File: config.mk
export PLATFORM = sky130hd
export DESIGN_NAME = key_inject
export DESIGN_NICKNAME = d
export VERILOG_FILES = /design/src/rtl/kb_pkg.sv /design/src/rtl/key_inject_fifo.sv /design/src/rtl/key_inject.sv
export SDC_FILE = /design/constraint.sdc
export NUM_CORES = 1
export LEC_CHECK = 0
export CAP_MARGIN = 40
export CORE_MARGIN = 8
export CORE_UTILIZATION = 55
export DETAILED_ROUTE_END_ITERATION = 10
export GPL_ROUTABILITY_DRIVEN = 0
export PLACE_DENSITY = 0.76
export REMOVE_ABC_BUFFERS = 1
export SKIP_CTS_REPAIR_TIMING = 1
export SLEW_MARGIN = 20
export SYNTH_ARGS = -nofsm -noshare
export SYNTH_HDL_FRONTEND = slang
export SYNTH_SLANG_ARGS = --single-unit
File: constraint.sdc
create_clock -name clk_sys -period 2.5 [get_ports clk_sys]
set_input_delay 0.625 -clock clk_sys [delete_from_list [all_inputs] [get_ports clk_sys]]
set_output_delay 0.625 -clock clk_sys [all_outputs]
set_load 0.02 [all_outputs]
File: src/rtl/kb_pkg.sv
// Shared types and scancode constants for the keyboard injection path.
// ps2_evt_t matches the 11-bit HPS_IO ps2_key layout bit for bit.
package kb_pkg;

  typedef enum logic [2:0] {
    StIdle,
    StPress,
    StHold,
    StRelease,
    StGap
  } inj_state_t;

  typedef struct packed {
    logic       tgl;
    logic       pressed;
    logic       ext;
    logic [7:0] code;
  } ps2_evt_t;

  localparam logic [7:0] SC_LSHIFT = 8'h12;
  localparam logic [7:0] SC_ENTER  = 8'h5A;
  localparam logic [7:0] SC_SPACE  = 8'h29;

endpackage

File: src/rtl/key_inject_fifo.sv
// Synchronous FIFO for queued scancodes. Pointers carry one extra wrap bit
// so full and empty are distinguished without a separate occupancy counter.
module key_inject_fifo #(
  parameter int unsigned DEPTH = 16,
  parameter int unsigned WIDTH = 9
) (
  input  logic             clk_sys,
  input  logic             reset,
  input  logic             push,
  input  logic             pop,
  input  logic             flush,
  input  logic [WIDTH-1:0] din,
  output logic [WIDTH-1:0] dout,
  output logic             full,
  output logic             empty
);

  localparam int unsigned AW = $clog2(DEPTH);
  localparam logic [AW:0] PtrOne = {{AW{1'b0}}, 1'b1};

  logic [WIDTH-1:0] mem_q [DEPTH];
  logic [AW:0]      wr_ptr_q;
  logic [AW:0]      rd_ptr_q;
  logic             do_push;
  logic             do_pop;

  assign empty   = (wr_ptr_q == rd_ptr_q);
  assign full    = (wr_ptr_q[AW] != rd_ptr_q[AW]) && (wr_ptr_q[AW-1:0] == rd_ptr_q[AW-1:0]);
  assign do_pop  = pop && !empty;
  // A pop frees the slot in the same cycle, so a push while full is accepted alongside it.
  assign do_push = push && (!full || do_pop);
  assign dout    = mem_q[rd_ptr_q[AW-1:0]];

  always_ff @(posedge clk_sys or posedge reset) begin
    if (reset) begin
      wr_ptr_q <= '0;
      rd_ptr_q <= '0;
    end else if (flush) begin
      wr_ptr_q <= '0;
      rd_ptr_q <= '0;
    end else begin
      if (do_push) wr_ptr_q <= wr_ptr_q + PtrOne;
      if (do_pop)  rd_ptr_q <= rd_ptr_q + PtrOne;
    end
  end

  always_ff @(posedge clk_sys) begin
    if (do_push && !flush) mem_q[wr_ptr_q[AW-1:0]] <= din;
  end

endmodule

File: src/rtl/key_inject.sv
// Merges live PS/2 events with queued autotype scancodes into one toggle-signalled stream.
// Live events always take the output slot; injected keys become press/hold/release/gap.
module key_inject
  import kb_pkg::*;
#(
  parameter int unsigned FIFO_DEPTH = 16,
  parameter int unsigned HOLD_CYC   = 1_000_000,
  parameter int unsigned GAP_CYC    = 1_000_000
) (
  input  logic        clk_sys,
  input  logic        reset,
  input  logic [10:0] ps2_key_in,
  input  logic        inj_wr,
  input  logic [8:0]  inj_data,
  input  logic        inj_abort,
  output logic        inj_full,
  output logic        inj_busy,
  output logic [10:0] ps2_key_out
);

  localparam int unsigned CntMax = (HOLD_CYC > GAP_CYC) ? HOLD_CYC : GAP_CYC;
  localparam int unsigned CntW   = $clog2(CntMax + 1);
  localparam logic [CntW-1:0] HoldLoad = CntW'(HOLD_CYC - 1);
  localparam logic [CntW-1:0] GapLoad  = CntW'(GAP_CYC - 1);
  localparam logic [CntW-1:0] CntOne   = CntW'(1);

  inj_state_t      state_q, state_d;
  logic [CntW-1:0] cnt_q, cnt_d;
  logic [8:0]      cur_q, cur_d;
  ps2_evt_t        out_q, out_d;
  logic            live_tgl_q;
  logic            last_evt_q;
  logic            busy_q;

  logic            live_evt;
  logic            slot_free;
  logic            inj_emit;
  logic            inj_pressed;
  logic            fifo_push;
  logic            fifo_pop;
  logic            fifo_full;
  logic            fifo_empty;
  logic [8:0]      fifo_dout;

  assign live_evt  = (ps2_key_in[10] != live_tgl_q);
  // Injected events need one quiet cycle after any output event so the matrix sees each toggle.
  assign slot_free = !live_evt && !last_evt_q;
  assign fifo_push = inj_wr && !fifo_full && !inj_abort;

  key_inject_fifo #(
    .DEPTH (FIFO_DEPTH),
    .WIDTH (9)
  ) u_fifo (
    .clk_sys (clk_sys),
    .reset   (reset),
    .push    (fifo_push),
    .pop     (fifo_pop),
    .flush   (inj_abort),
    .din     (inj_data),
    .dout    (fifo_dout),
    .full    (fifo_full),
    .empty   (fifo_empty)
  );

  always_comb begin
    state_d     = state_q;
    cnt_d       = cnt_q;
    cur_d       = cur_q;
    fifo_pop    = 1'b0;
    inj_emit    = 1'b0;
    inj_pressed = 1'b0;
    unique case (state_q)
      StIdle: begin
        if (!fifo_empty && !inj_abort) begin
          fifo_pop = 1'b1;
          cur_d    = fifo_dout;
          state_d  = StPress;
        end
      end
      StPress: begin
        if (inj_abort) begin
          state_d = StIdle;
        end else if (slot_free) begin
          inj_emit    = 1'b1;
          inj_pressed = 1'b1;
          cnt_d       = HoldLoad;
          state_d     = StHold;
        end
      end
      StHold: begin
        cnt_d = (cnt_q == '0) ? '0 : cnt_q - CntOne;
        // Abort still goes through RELEASE so the held key never sticks.
        if (cnt_d == '0 || inj_abort) begin
          cnt_d   = '0;
          state_d = StRelease;
        end
      end
      StRelease: begin
        if (slot_free) begin
          inj_emit = 1'b1;
          cnt_d    = GapLoad;
          state_d  = StGap;
        end
      end
      StGap: begin
        cnt_d = (cnt_q == '0) ? '0 : cnt_q - CntOne;
        if (cnt_d == '0) state_d = StIdle;
      end
      default: state_d = StIdle;
    endcase
  end

  always_comb begin
    out_d = out_q;
    if (live_evt) begin
      out_d = {~out_q.tgl, ps2_key_in[9:0]};
    end else if (inj_emit) begin
      out_d.tgl     = ~out_q.tgl;
      out_d.pressed = inj_pressed;
      out_d.ext     = cur_q[8];
      out_d.code    = cur_q[7:0];
    end
  end

  always_ff @(posedge clk_sys or posedge reset) begin
    if (reset) begin
      state_q    <= StIdle;
      cnt_q      <= '0;
      cur_q      <= '0;
      out_q      <= '0;
      live_tgl_q <= 1'b0;
      last_evt_q <= 1'b0;
      busy_q     <= 1'b0;
    end else begin
      state_q    <= state_d;
      cnt_q      <= cnt_d;
      cur_q      <= cur_d;
      out_q      <= out_d;
      live_tgl_q <= ps2_key_in[10];
      last_evt_q <= live_evt || inj_emit;
      busy_q     <= !fifo_empty || (state_q != StIdle);
    end
  end

  assign ps2_key_out = out_q;
  assign inj_full    = fifo_full;
  assign inj_busy    = busy_q;

endmodule
==> load_flow_metrics.sql <==
INSERT INTO impl_metrics (metric_group, metric, value, unit) VALUES
('status', 'status', 'completed', ''),
('power_and_ir_drop', 'p_per_area', '938', 'nW/um^2'),
('place', 'dpl_cell_area', '9690', 'sq um'),
('synth', 'postSynth.topFlopCell', 'edfxtp_1', ''),
('critical_path', 'cp_max_fo', '4', ''),
('power_and_ir_drop', 'cellInternalPower', '6.61', 'mW'),
('synth', 'synth_top_cell_area_share', '49.4', '%'),
('routing', 'detail_route.wl_per_cell', '21.6', 'um'),
('sta', 'grt_setup_unrepaired', 'true', ''),
('critical_path', 'cp-start-kind', 'flip-flop', ''),
('final_layout', 'antenna_cells_inserted', '0', ''),
('routing', 'detail_route.first_pass.iterations', '5', ''),
('global_routing', 'global_routing_usage_summed_across_all_routing_layers', '19.5', '%'),
('synth', 'ys_types', '62', ''),
('synth', 'synth_simple_gate_area_share', '8.32', '%'),
('routing', 'vias_per_cell', '6.12', ''),
('floorplan', 'die_w', '142', 'um'),
('floorplan', 'dieArea', '20200', 'sq um'),
('floorplan', 'rows', '46', ''),
('floorplan', 'chipHeight', '142', 'um'),
('synth', 'synth_xor_xnor_area_share', '2.00', '%'),
('synth', 'synthesis.yosys.warnings', '0', ''),
('critical_path', 'timing.critical_path.to_type', 'flip-flop', ''),
('sta', 'clock-skew-final', '11.8', 'ps'),
('final_layout', 'net_total_in_the_final_layout', '675', ''),
('synth', 'post_synth_instance_area', '8750', 'sq um'),
('cts', 'cts_buffers', '17', ''),
('cts', 'numClockSinks', '200', ''),
('sta', 'layout_min_cycle_time', '2440', 'ps'),
('synth', 'post_synth.cell_area_avg', '15.5', 'sq um'),
('floorplan', 'floorplan.initialDensity', '55.7', '%'),
('min_path', 'hold-path-endpoint', 'ps2_key_out[10]$_DFFE_PP0P_', ''),
('power_and_ir_drop', 'clockPowerShare', '28.1', '%'),
('routing', 'drc', '0', ''),
('critical_path', 'path_buf_inv', '1', ''),
('place', 'hpwl', '12.3', 'mm'),
('power_and_ir_drop', 'p_leak', '3.63', 'nW'),
('floorplan', 'core-area', '15700', 'sq um'),
('synth', 'synth.top_cells.by_area', 'edfxtp_1, dfrtp_1, mux4_2', ''),
('sta', 'clock.fmax', '0.410', 'GHz'),
('final_layout', 'final-seq-area', '5730', 'sq um'),
('synth', 'yosysTopAreaCell', 'edfxtp_1', ''),
('critical_path', 'required_worst_endpoint', '2820', 'ps'),
('critical_path', 'cell_type_of_the_slowest_stage_on_the_worst_timing_path', 'or4_4', ''),
('synth', 'compound_cell_area_share_of_the_yosys_netlist', '7.17', '%'),
('cts', 'clock_tree.root_cell', 'clkbuf_16', ''),
('final_layout', 'areaGrowthSynthToFinish', '18.5', '%'),
('critical_path', 'cp_cell_sequence', 'buf_4 > or4_4 > xnor2_1 > a2111oi_4 > nand2_1 > a2bb2oi_2 > mux2_2', ''),
('final_layout', 'area_of_the_multi_input_gates', '2890', 'sq um'),
('final_layout', 'postLayoutCellArea', '10400', 'sq um'),
('global_routing', 'number_of_antenna_violations_at_the_first_check_in_global_routing', '1', ''),
('critical_path', 'timing.rr.start', 'cnt_q[0]$_DFFE_PP0P_', ''),
('sta', 'actual_transition_at_the_worst_max_transition_pin', '666', 'ps'),
('synth', 'multiplexer_area_fraction_after_synthesis', '14.0', '%'),
('sta', 'final_min_period_over_clock_period', '97.7', '%'),
('routing', 'totalWireLength', '18.8', 'mm'),
('routing', 'antenna_left', '0', ''),
('final_layout', 'filler_cell_count', '1055', ''),
('critical_path', 'cp_top_family', 'simple AND/OR/NAND/NOR gates', ''),
('sta', 'timing.slew.headroom', '55.5', '%'),
('power_and_ir_drop', 'power.sequential.fraction', '43.6', '%'),
('critical_path', 'r2r-end', 'state_q[0]$_DFFE_PP0P_', ''),
('critical_path', 'register_to_register_setup_slack', '60', 'ps'),
('final_layout', 'commonest_non_fill_non_tap_cells_in_the_layout', 'edfxtp_1, dfrtp_1, nor2_1', ''),
('power_and_ir_drop', 'fin_total_pwr', '9.73', 'mW'),
('synth', 'ys_seq_area_share', '65.4', '%'),
('critical_path', 'criticalPathCategory', 'flip-flop to flip-flop', ''),
('min_path', 'worst_hold_path.num_cells', '1', ''),
('sta', 'hold_ws', '479', 'ps'),
('sta', 'slew_viol_final', '0', ''),
('global_routing', 'grt_overflow', '0', '');
## layer usage
| metal | up-vias | routed length, um | GRT usage, % |
|---|---|---|---|
| met5 | - | 0 | 0 |
| met4 | 0 | 329 | 7.41 |
| met3 | 37 | 1420 | 5.00 |
| met2 | 248 | 9530 | 31.8 |
| met1 | 2702 | 7550 | 24.7 |
| li1 | 2359 | - | - |
## worst reg2reg max path, cell delays in order (launching register included)
cell and delay (ps):
dfrtp_1 390, buf_4 150, or4_4 550, xnor2_1 170, a2111oi_4 360, nand2_1 160, a2bb2oi_2 200, mux2_2 350
## through the flow
step | instances | setup slack, ps
2_1_floorplan | 535 | -1280
3_3_place_gp | 839 | -15.8
3_5_place_dp | 839 | -108
4_1_cts | 871 | -327
5_1_grt | 873 | -16.0
6_report | 873 | 58.4
## power by group through the flow
stage,clock [mW],sequential [mW],combinational (mW)
floorplan,0,4.49,1.51
global placement,0,4.27,2.60
detailed placement,0,4.29,2.69
CTS,2.78,4.23,2.73
global route,2.91,4.29,2.97
finish,2.74,4.24,2.75
## state kept, by name, summed over array words and instances (netlist names), 3 cells and up
signal	count
cnt_q	20
cur_q	9
ps2_key_out	11
state_q	3
u_fifo.mem_q	144
u_fifo.rd_ptr_q	5
u_fifo.wr_ptr_q	5
## synth_stat cells (all sizes together), types with 5 or more instances
master and n:
xor2 11, ha 7, mux2 10, dfrtp 56, edfxtp 144, nand4 6
buf 12, nand2 29, nor4 10, inv 14, nand2b 5, a31oi 8
o21ai 21, clkbuf 16, mux2i 10, a21oi 33, nor2 52, mux4 45
nor3 9, xnor2 9, nand3 6
## worst max-delay path by stage
| stage | depth (start not counted) | end | start |
|---|---|---|---|
| floorplan | 5 | u_fifo.mem_q[0][0]$_DFFE_PP_ | u_fifo.rd_ptr_q[0]$_DFFE_PP0P_ |
| finish | 7 | state_q[0]$_DFFE_PP0P_ | cnt_q[0]$_DFFE_PP0P_ |
| detailed placement | 7 | cnt_q[13]$_DFFE_PP0P_ | inj_abort |
| global route | 9 | cnt_q[4]$_DFFE_PP0P_ | cnt_q[0]$_DFFE_PP0P_ |
| CTS | 4 | inj_full | u_fifo.wr_ptr_q[1]$_DFFE_PP0P_ |
| global placement | 7 | cnt_q[13]$_DFFE_PP0P_ | inj_abort |
## cell type report
class	instances	area share (%)
clock buffers	17	4.10
clock inverters	15	1.81
inverters	14	0.507
multi-input cells	321	27.9
flip-flops and latches	200	55.3
well taps	216	2.61
repair buffers	90	7.81
## kinds of logic after synthesis
kind of cell / Yosys count
and+or+nand+nor: 137
xor gates and xnor gates: 20
DFF: 200
buffers and inverters: 42
AOI/OAI and AO/OA: 92
muxes: 65
adders and majority gates: 7
Power figures use the tool's default switching activity.
